## config.mk

```make
export PLATFORM = sky130hd
export DESIGN_NAME = coeff_load_ctrl
export DESIGN_NICKNAME = d
export VERILOG_FILES = /design/src/rtl/wm8731_coeff_pkg.sv /design/src/rtl/coeff_idle_timer.sv /design/src/rtl/coeff_load_ctrl.sv
export SDC_FILE = /design/constraint.sdc
export NUM_CORES = 1
export LEC_CHECK = 0
export ABC_AREA = 1
export CAP_MARGIN = 0
export CORE_AREA = 8 8 88 90
export CTS_CLUSTER_SIZE = 20
export DETAILED_ROUTE_END_ITERATION = 12
export DIE_AREA = 0 0 96 98
export PLACE_DENSITY = 0.79
export SLEW_MARGIN = 0
export SYNTH_ARGS = -nofsm -noshare
export SYNTH_HDL_FRONTEND = slang
export SYNTH_SLANG_ARGS = --single-unit
```

## constraint.sdc

```tcl
create_clock -name clk -period 2 [get_ports clk]
set_input_delay 0.2 -clock clk [delete_from_list [all_inputs] [get_ports clk]]
set_output_delay 0.2 -clock clk [all_outputs]
set_load 0.005 [all_outputs]
```

## src/rtl/wm8731_coeff_pkg.sv

```systemverilog
// Shared types and constants for the WM8731 FIR coefficient load path.
package wm8731_coeff_pkg;

  localparam int unsigned STAGE_DEFAULT = 256;
  localparam int unsigned COEFF_W       = 16;
  localparam int unsigned ADDR_W        = 9;

  // Fixed encodings keep the state values identical to the legacy netlist.
  localparam logic [2:0] ST_IDLE      = 3'd0;
  localparam logic [2:0] ST_HI        = 3'd1;
  localparam logic [2:0] ST_LO        = 3'd2;
  localparam logic [2:0] ST_WR        = 3'd3;
  localparam logic [2:0] ST_WAIT_SWAP = 3'd4;

  typedef enum logic [2:0] {
    IDLE      = ST_IDLE,
    HI        = ST_HI,
    LO        = ST_LO,
    WR        = ST_WR,
    WAIT_SWAP = ST_WAIT_SWAP
  } state_t;

endpackage

```

## src/rtl/coeff_idle_timer.sv

```systemverilog
// Reloadable down-counter; expire pulses on the TIMEOUT-th consecutive enabled cycle.
module coeff_idle_timer #(
  parameter int unsigned TIMEOUT = 1_000_000
) (
  input  logic clk,
  input  logic rst,
  input  logic clr,
  input  logic en,
  output logic expire
);

  localparam int unsigned W = $clog2(TIMEOUT + 1);
  localparam logic [W-1:0] LOAD = W'(TIMEOUT);
  localparam logic [W-1:0] ONE  = W'(1);

  logic [W-1:0] cnt;

  always_ff @(posedge clk) begin
    if (rst || clr)
      cnt <= LOAD;
    else if (en && cnt != ONE)
      cnt <= cnt - ONE;
  end

  assign expire = en && (cnt == ONE);

endmodule

```

## src/rtl/coeff_load_ctrl.sv

```systemverilog
// Packs host byte pairs into FIR coefficients, writes the shadow bank when the
// RAM is free, and issues a bank swap at a sample-computation gap.
module coeff_load_ctrl
  import wm8731_coeff_pkg::*;
#(
  parameter int unsigned STAGE   = STAGE_DEFAULT,
  parameter int unsigned TIMEOUT = 1_000_000
) (
  input  logic        clk,
  input  logic        rst,
  input  logic        in_valid,
  input  logic [7:0]  in_data,
  input  logic        in_sof,
  output logic        in_ready,
  input  logic        ram_free,
  input  logic        frame_gap,
  output logic [8:0]  wr_addr,
  output logic [15:0] wr_coeff,
  output logic        wr_en,
  output logic        coeff_up,
  output logic        busy,
  output logic        load_done,
  output logic        load_err,
  output logic        bank_sel
);

  localparam logic [ADDR_W-1:0] LAST = ADDR_W'(STAGE - 1);
  localparam logic [ADDR_W-1:0] ONE  = ADDR_W'(1);

  state_t            state;
  logic [7:0]        hi_byte;
  logic [ADDR_W-1:0] idx;
  logic              accept;
  logic              in_frame;
  logic              expire;

  assign in_ready = !rst && (state == IDLE || state == HI || state == LO);
  assign accept   = in_valid && in_ready;
  assign in_frame = (state == HI) || (state == LO);
  assign wr_en    = !rst && (state == WR) && ram_free;
  assign coeff_up = !rst && (state == WAIT_SWAP) && frame_gap;
  assign busy     = !rst && (state != IDLE);

  coeff_idle_timer #(.TIMEOUT(TIMEOUT)) u_timer (
    .clk    (clk),
    .rst    (rst),
    .clr    (!in_frame || accept),
    .en     (in_frame && !accept),
    .expire (expire)
  );

  always_ff @(posedge clk) begin
    if (rst) begin
      state     <= IDLE;
      hi_byte   <= '0;
      idx       <= '0;
      wr_addr   <= '0;
      wr_coeff  <= '0;
      load_done <= 1'b0;
      load_err  <= 1'b0;
      bank_sel  <= 1'b0;
    end else begin
      load_done <= 1'b0;
      load_err  <= 1'b0;
      case (state)
        IDLE: begin
          if (accept && in_sof) begin
            hi_byte <= in_data;
            idx     <= '0;
            state   <= LO;
          end
        end
        HI, LO: begin
          if (accept) begin
            // A mid-frame sof restarts the set from coefficient 0 without swapping.
            if (in_sof) begin
              load_err <= 1'b1;
              hi_byte  <= in_data;
              idx      <= '0;
              state    <= LO;
            end else if (state == HI) begin
              hi_byte <= in_data;
              state   <= LO;
            end else begin
              wr_coeff <= {hi_byte, in_data};
              wr_addr  <= idx;
              state    <= WR;
            end
          end else if (expire) begin
            load_err <= 1'b1;
            state    <= IDLE;
          end
        end
        WR: begin
          if (ram_free) begin
            if (idx == LAST) begin
              state <= WAIT_SWAP;
            end else begin
              idx   <= idx + ONE;
              state <= HI;
            end
          end
        end
        WAIT_SWAP: begin
          if (frame_gap) begin
            load_done <= 1'b1;
            bank_sel  <= ~bank_sel;
            state     <= IDLE;
          end
        end
        default: state <= IDLE;
      endcase
    end
  end

endmodule

```

==> results.toml <==
[status]
status = "completed"

[setup_path]
end_kind = "flip-flop"
critPathMaxFanout = 8
arrival_ns = 2.18
critPathKind = "reg -> reg"
cp.required_ns = 2.27
worstSetupStartpointType = "flip-flop"

[synth]
synthCells = 490
synth_cell_type_count = 31
synth-seq-area-share_pct = 39.90
yosysWarnings = 0
synth.avg_cell_area_um2 = 6.963
synth_nets = 508
ys_seq_elements = 68
synthesis.area_um2 = 3412

[timing]
slew_viol_final = 0
finalSetupViolCount = 0
fin_crit_sh_pct = 95.56
hold_viol = 0
tns_ns = 0
fin_crit_ns = 1.911
relSlewSlack_pct = 73.51
rsz0062_at_grt = "yes"
fmax_mhz = 523.2
tightest_slew_ns = 0.3964
finClkSkew_ns = 0.006760

[detailed_routing]
wl_per_cell_um = 13.27
drt-total-wl_um = 8306
via_per_inst = 5.133
via_count = 3213
drc = 0
first_pass_iters = 4
drtAntennaViolNets = 0
drtIter0Drc = 132

[pwr]
p_clk_share_pct = 22.6
comb_power_share_pct = 43.2
p_per_area_nw_per_um2 = 1156
vdd_drop_max_uv = 619.2
switching_share_pct = 41.64
leakagePower_nw = 1.797
p_seq_share_pct = 34.2
p_int_mw = 2.833
p_switching_mw = 2.022

[die]
die-area_um2 = 9408
core_area_um2 = 6494
rows = 30
die_w_um = 96
floorplan.initialDensity_pct = 52.54
io_pins = 46
die_h_um = 98

[placed_design]
gp_congestion = 0.9198
dp.cells = 607
port-buffer-count = 45
place_area_um2 = 3935
dp_hpwl_um = 5901

[global_route]
grt_usage_pct = 18.26
grt_overflow_total = 0
grt_pass1_wl_um = 14010
grt_max_degree = 39
grt_pass1_vias = 3140
antenna_found_initial = 0

[layout]
final_nets = 559
stdcell_count = 626
fill_cells = 592
final_common_cell = "nand2_1"
fin_area_um2 = 4202
drive_gt1_share_pct = 11.36
final_cell_mix = "92 x nand2_1, 82 x nor2_1, 64 x dfxtp_1, 55 x inv_1, 46 x a21oi_1"
syn_to_final_growth_pct = 23.14
num_antenna_cells = 0

[clock_tree]
ctsRootBufferMaster = "clkbuf_8"
clock-sinks = 68
clk_latency_ns = 0.34
cts_buffer_depth = 2
cts.clk_slew.worst_paths_ns = 0.07
cts_tree = "done"
postCtsHoldBufs = 0
numCtsBuffers = 9
htreeDepth = 3

[run]
cap_viol_max_count = 0

[hold_path]
min_path_type = "in -> reg"
what timing repair did:
item / in CTS / in global routing
endpoints found under the setup margin: 6 / 10
buffers inserted: 0 / 3
pin swaps: 0 / 3
gates resized for setup: 2 / 14
area by class of cell:
cell class                 count  area [µm²]  share of cell area [%]
multi-input combinational    345        1755                   41.78
sequential                    68        1371                   32.64
timing repair buffer          57       555.5                   13.22
inverter                      60       227.7                   5.420
clock buffer                   9       123.9                   2.948
tap                           80       100.1                   2.382
clock inverter                 7       67.56                   1.608
synth_stat cells:
master / instances / area, µm²
nand2_4: 2 / 22.52
and3_1: 1 / 6.260
o21ai_0: 30 / 150.1
nand3_2: 1 / 10.01
nand4_1: 4 / 25.02
nand4_2: 1 / 12.51
o21ai_1: 4 / 20.02
dfxtp_1: 68 / 1361
xnor2_1: 5 / 43.79
o211ai_1: 2 / 15.01
buf_4: 4 / 30.03
buf_2: 5 / 25.02
inv_1: 56 / 210.2
nand3b_2: 1 / 11.26
nor2_4: 7 / 78.83
nand2_1: 92 / 345.3
a21oi_1: 46 / 230.2
nor3_1: 3 / 15.01
nand2_2: 4 / 25.02
ha_1: 4 / 50.05
inv_2: 3 / 11.26
xor2_1: 9 / 78.83
inv_4: 1 / 6.260
buf_6: 3 / 33.78
nor2_1: 83 / 311.6
nand3_1: 36 / 180.2
o21bai_1: 7 / 52.55
a21oi_4: 1 / 16.27
clkbuf_1: 5 / 18.77
o21ai_2: 1 / 8.760
nor2_2: 1 / 6.260
power by group through the flow:
stage | combinational (mW) | sequential (mW) | clock, mW
2_1_floorplan | 1.59 | 1.66 | 0
3_3_place_gp | 1.97 | 1.67 | 0
3_5_place_dp | 2.00 | 1.68 | 0
4_1_cts | 2.04 | 1.65 | 1.12
5_1_grt | 2.35 | 1.68 | 1.17
6_report | 2.10 | 1.66 | 1.10
per-stage QoR:
stage / power [mW] / hold WS [ns] / setup slack, ns / utilization, %
after floorplan: 3.249 / 0.3317 / 0.1941 / -
after global placement: 3.642 / 0.4477 / 0.07007 / 60.60
after detailed placement: 3.677 / 0.4614 / -0.03330 / 60.60
after CTS: 4.811 / 0.4251 / 0.02909 / 63.74
after global routing: 5.198 / 0.4545 / -0.06727 / 64.70
final: 4.855 / 0.4364 / 0.08877 / 64.70
state kept, by name, summed over array words and instances (netlist names):
name and count:
wr_coeff 16, idx 9, hi_byte 8, bank_sel 1, wr_addr 9, load_done 1
u_timer.cnt 20, load_err 1, state 3
routing by layer:
metal	vias up	wire (µm)	track usage, %	part of all wire (%)
met3	13	567	4.758	6.8
met4	0	131	7.101	1.6
met2	89	3949	28.47	48
met5	-	0	0	0
li1	1662	-	-	-
met1	1449	3658	23.13	44
final timing paths:
path | end | slack, ns | cells after the start | start
setup / recovery | idx[8] | 0.09 | 13 | idx[0]
hold reg to reg | bank_sel | 0.47 | 2 | bank_sel
setup reg to reg | idx[8] | 0.09 | 13 | idx[0]
hold / removal | wr_coeff[4] | 0.44 | 3 | in_data[4]
critical path: stages (launching register included):
cell      delay (ns)
dfxtp_4         0.36
ha_4            0.13
nand2_1         0.08
inv_2           0.08
nand3_2         0.07
nor3_2          0.17
ha_2            0.19
inv_1           0.06
o21ai_2         0.17
nand3b_4        0.23
nor2_2          0.07
nand2_1         0.07
nand2_1         0.06
nor2_1          0.10
kinds of logic (layout without fill, tap and decap cells):
family | after synthesis | count (layout) | share of synthesized area (%)
AND/OR/NAND/NOR | 236 | 236 | 30.77
AO/OA/AOI/OAI | 91 | 91 | 14.45
buffers and inverters | 77 | 133 | 9.828
flip-flops | 68 | 68 | 39.90
XOR/XNOR | 14 | 14 | 3.594
adder cells (fa/ha/maj) | 4 | 4 | 1.467
Note: power is estimated with default switching activity, not from simulation.
==> variant: new RTL, same flow settings <==
Put one more register stage on the output `load_err`, with the module's reset. The value now appears one clock later. The other outputs are not delayed to match.
--- a/src/rtl/coeff_load_ctrl.sv
+++ b/src/rtl/coeff_load_ctrl.sv
@@ -27,4 +27,6 @@
   localparam logic [ADDR_W-1:0] LAST = ADDR_W'(STAGE - 1);
   localparam logic [ADDR_W-1:0] ONE  = ADDR_W'(1);
+
+  logic load_err_s0;
 
   state_t            state;
@@ -58,9 +60,9 @@
       wr_coeff  <= '0;
       load_done <= 1'b0;
-      load_err  <= 1'b0;
+      load_err_s0 <= 1'b0;
       bank_sel  <= 1'b0;
     end else begin
       load_done <= 1'b0;
-      load_err  <= 1'b0;
+      load_err_s0 <= 1'b0;
       case (state)
         IDLE: begin
@@ -75,5 +77,5 @@
             // A mid-frame sof restarts the set from coefficient 0 without swapping.
             if (in_sof) begin
-              load_err <= 1'b1;
+              load_err_s0 <= 1'b1;
               hi_byte  <= in_data;
               idx      <= '0;
@@ -88,5 +90,5 @@
             end
           end else if (expire) begin
-            load_err <= 1'b1;
+            load_err_s0 <= 1'b1;
             state    <= IDLE;
           end
@@ -114,4 +116,12 @@
   end
 
+  always_ff @(posedge clk) begin
+    if (rst) begin
+      load_err <= '0;
+    end else begin
+      load_err <= load_err_s0;
+    end
+  end
+
 endmodule
 
Formal check against the unedited RTL: not equivalent (a bounded check fails within 4 cycles, from zero or initial values and one cycle with rst high).
==> variant against the unedited design <==
  * First-iteration DRC count increased by 6.8%
  * Fmax increased by 3.1%
  * Sequential share of layout area is 0.67 points lower
  * Critical path depth shrank 9
  * Wire length fell by 4.1%
  * Area after synthesis increased by 3.4%
  * Power increased by 9.8%
  * Via count decreased by 0.34%
  * Worst setup slack better by 58 ps
  * Sequential cell count up 1
  * Register-to-register slack improved by 120 ps
  * Final area is 3.0% higher
  * Largest power group unchanged
==> variant: results (changes against the unedited design) <==
Dominant cells by area after synthesis: dfxtp_1 39%, nand2_1 9.4%, nor2_1 8.4% (was dfxtp_1 40%, nand2_1 10%, nor2_1 9.1%)
Slowest stage delay, CP: 510 ps (was 360 ps)
Seq/Total Area, Yosys: 39.1% (was 39.9%)
Length in cells of the worst reg-to-reg path: 14 (was 13)
Non-clock buffer area fraction after layout: 12.9% (was 13.2%)
Met3 wire len: 448 µm (was 567 µm)
R2r endpoint: idx[1] (was idx[8])
Distinct cells, synth: 35 (was 31)
#MultiIn Comb: 343 (was 345)
Largest net degree at the start of global routing: 45 (was 39)
Crit path arrival time: 1650 ps (was 2180 ps)
# nets final: 554 (was 559)
Filler Cell Count: 541 (was 592)
Met3 Use GR: 5.22% (was 4.76%)
Skew-Pair Late Insertion Delay: 360 ps (was 340 ps)
Non-clock inverters: 59 (was 60)
Final Skew: 13.4 ps (was 6.76 ps)
Max IR drop VDD: 1080 µV (was 619 µV)
Synth top cells by count: 88 x nand2_1, 79 x nor2_1, 69 x dfxtp_1, 52 x inv_1, 36 x a21oi_1 (was 92 x nand2_1, 83 x nor2_1, 68 x dfxtp_1, 56 x inv_1, 46 x a21oi_1)
Hold endpoint: wr_coeff[5] (was wr_coeff[4])
Met1 Usage GRT: 22.3% (was 23.1%)
Slowest-stage cell, CP: clkdlybuf4s50_1 (was dfxtp_4)
Status: finished clean (unchanged)
CTS resizes: 0 (was 2)
Met2 Use GR: 26.7% (was 28.5%)
Final-layout clock buffer total: 10 (was 9)
Final non-filler cell total: 621 (was 626)
Place WS: 33.5 ps (was -33.3 ps)
Hold_sp: in_data[5] (was in_data[4])
Non-clk bufs: 54 (was 57)
Number of global-route vias before repair: 2,954 (was 3,140)
Crit path max fanout: 5 (was 8)
Area of the multi-input gates: 1830 µm² (was 1760 µm²)
Clk cell area share: 5.32% (was 4.56%)
Yosys reg bits: 69 (was 68)
[variant: kinds of logic after synthesis]
family                     after synthesis  share of synthesized area, %
and+or+nand+nor                        234                          31.1
AOI/OAI and AO/OA                       89                          14.8
adders and majority gates                4                          1.42
DFF                                     69                          39.1
buffers and inverters                   75                          9.57
xor gates and xnor gates                16                          3.97
[variant: power by group through the flow]
stage | logic, mW | clock network, mW | registers [mW]
after floorplan | 1.80 | 0 | 1.69
after global placement | 2.24 | 0 | 1.70
after detailed placement | 2.28 | 0 | 1.71
after CTS | 2.29 | 1.34 | 1.68
after global routing | 2.61 | 1.39 | 1.71
final | 2.34 | 1.31 | 1.68
[variant: through the flow]
stage	util [%]	area (µm²)
3_5_place_dp	62.6	4070
6_report	66.7	4330
2_1_floorplan	-	3530
4_1_cts	66.1	4300
5_1_grt	66.7	4330
3_3_place_gp	62.6	4070
[variant: critical path: cells and delay by family (launching register included)]
kind | cells | cell delay [ps]
buffers and inverters | 1 | 510
and+or+nand+nor | 3 | 450
DFF | 1 | 340
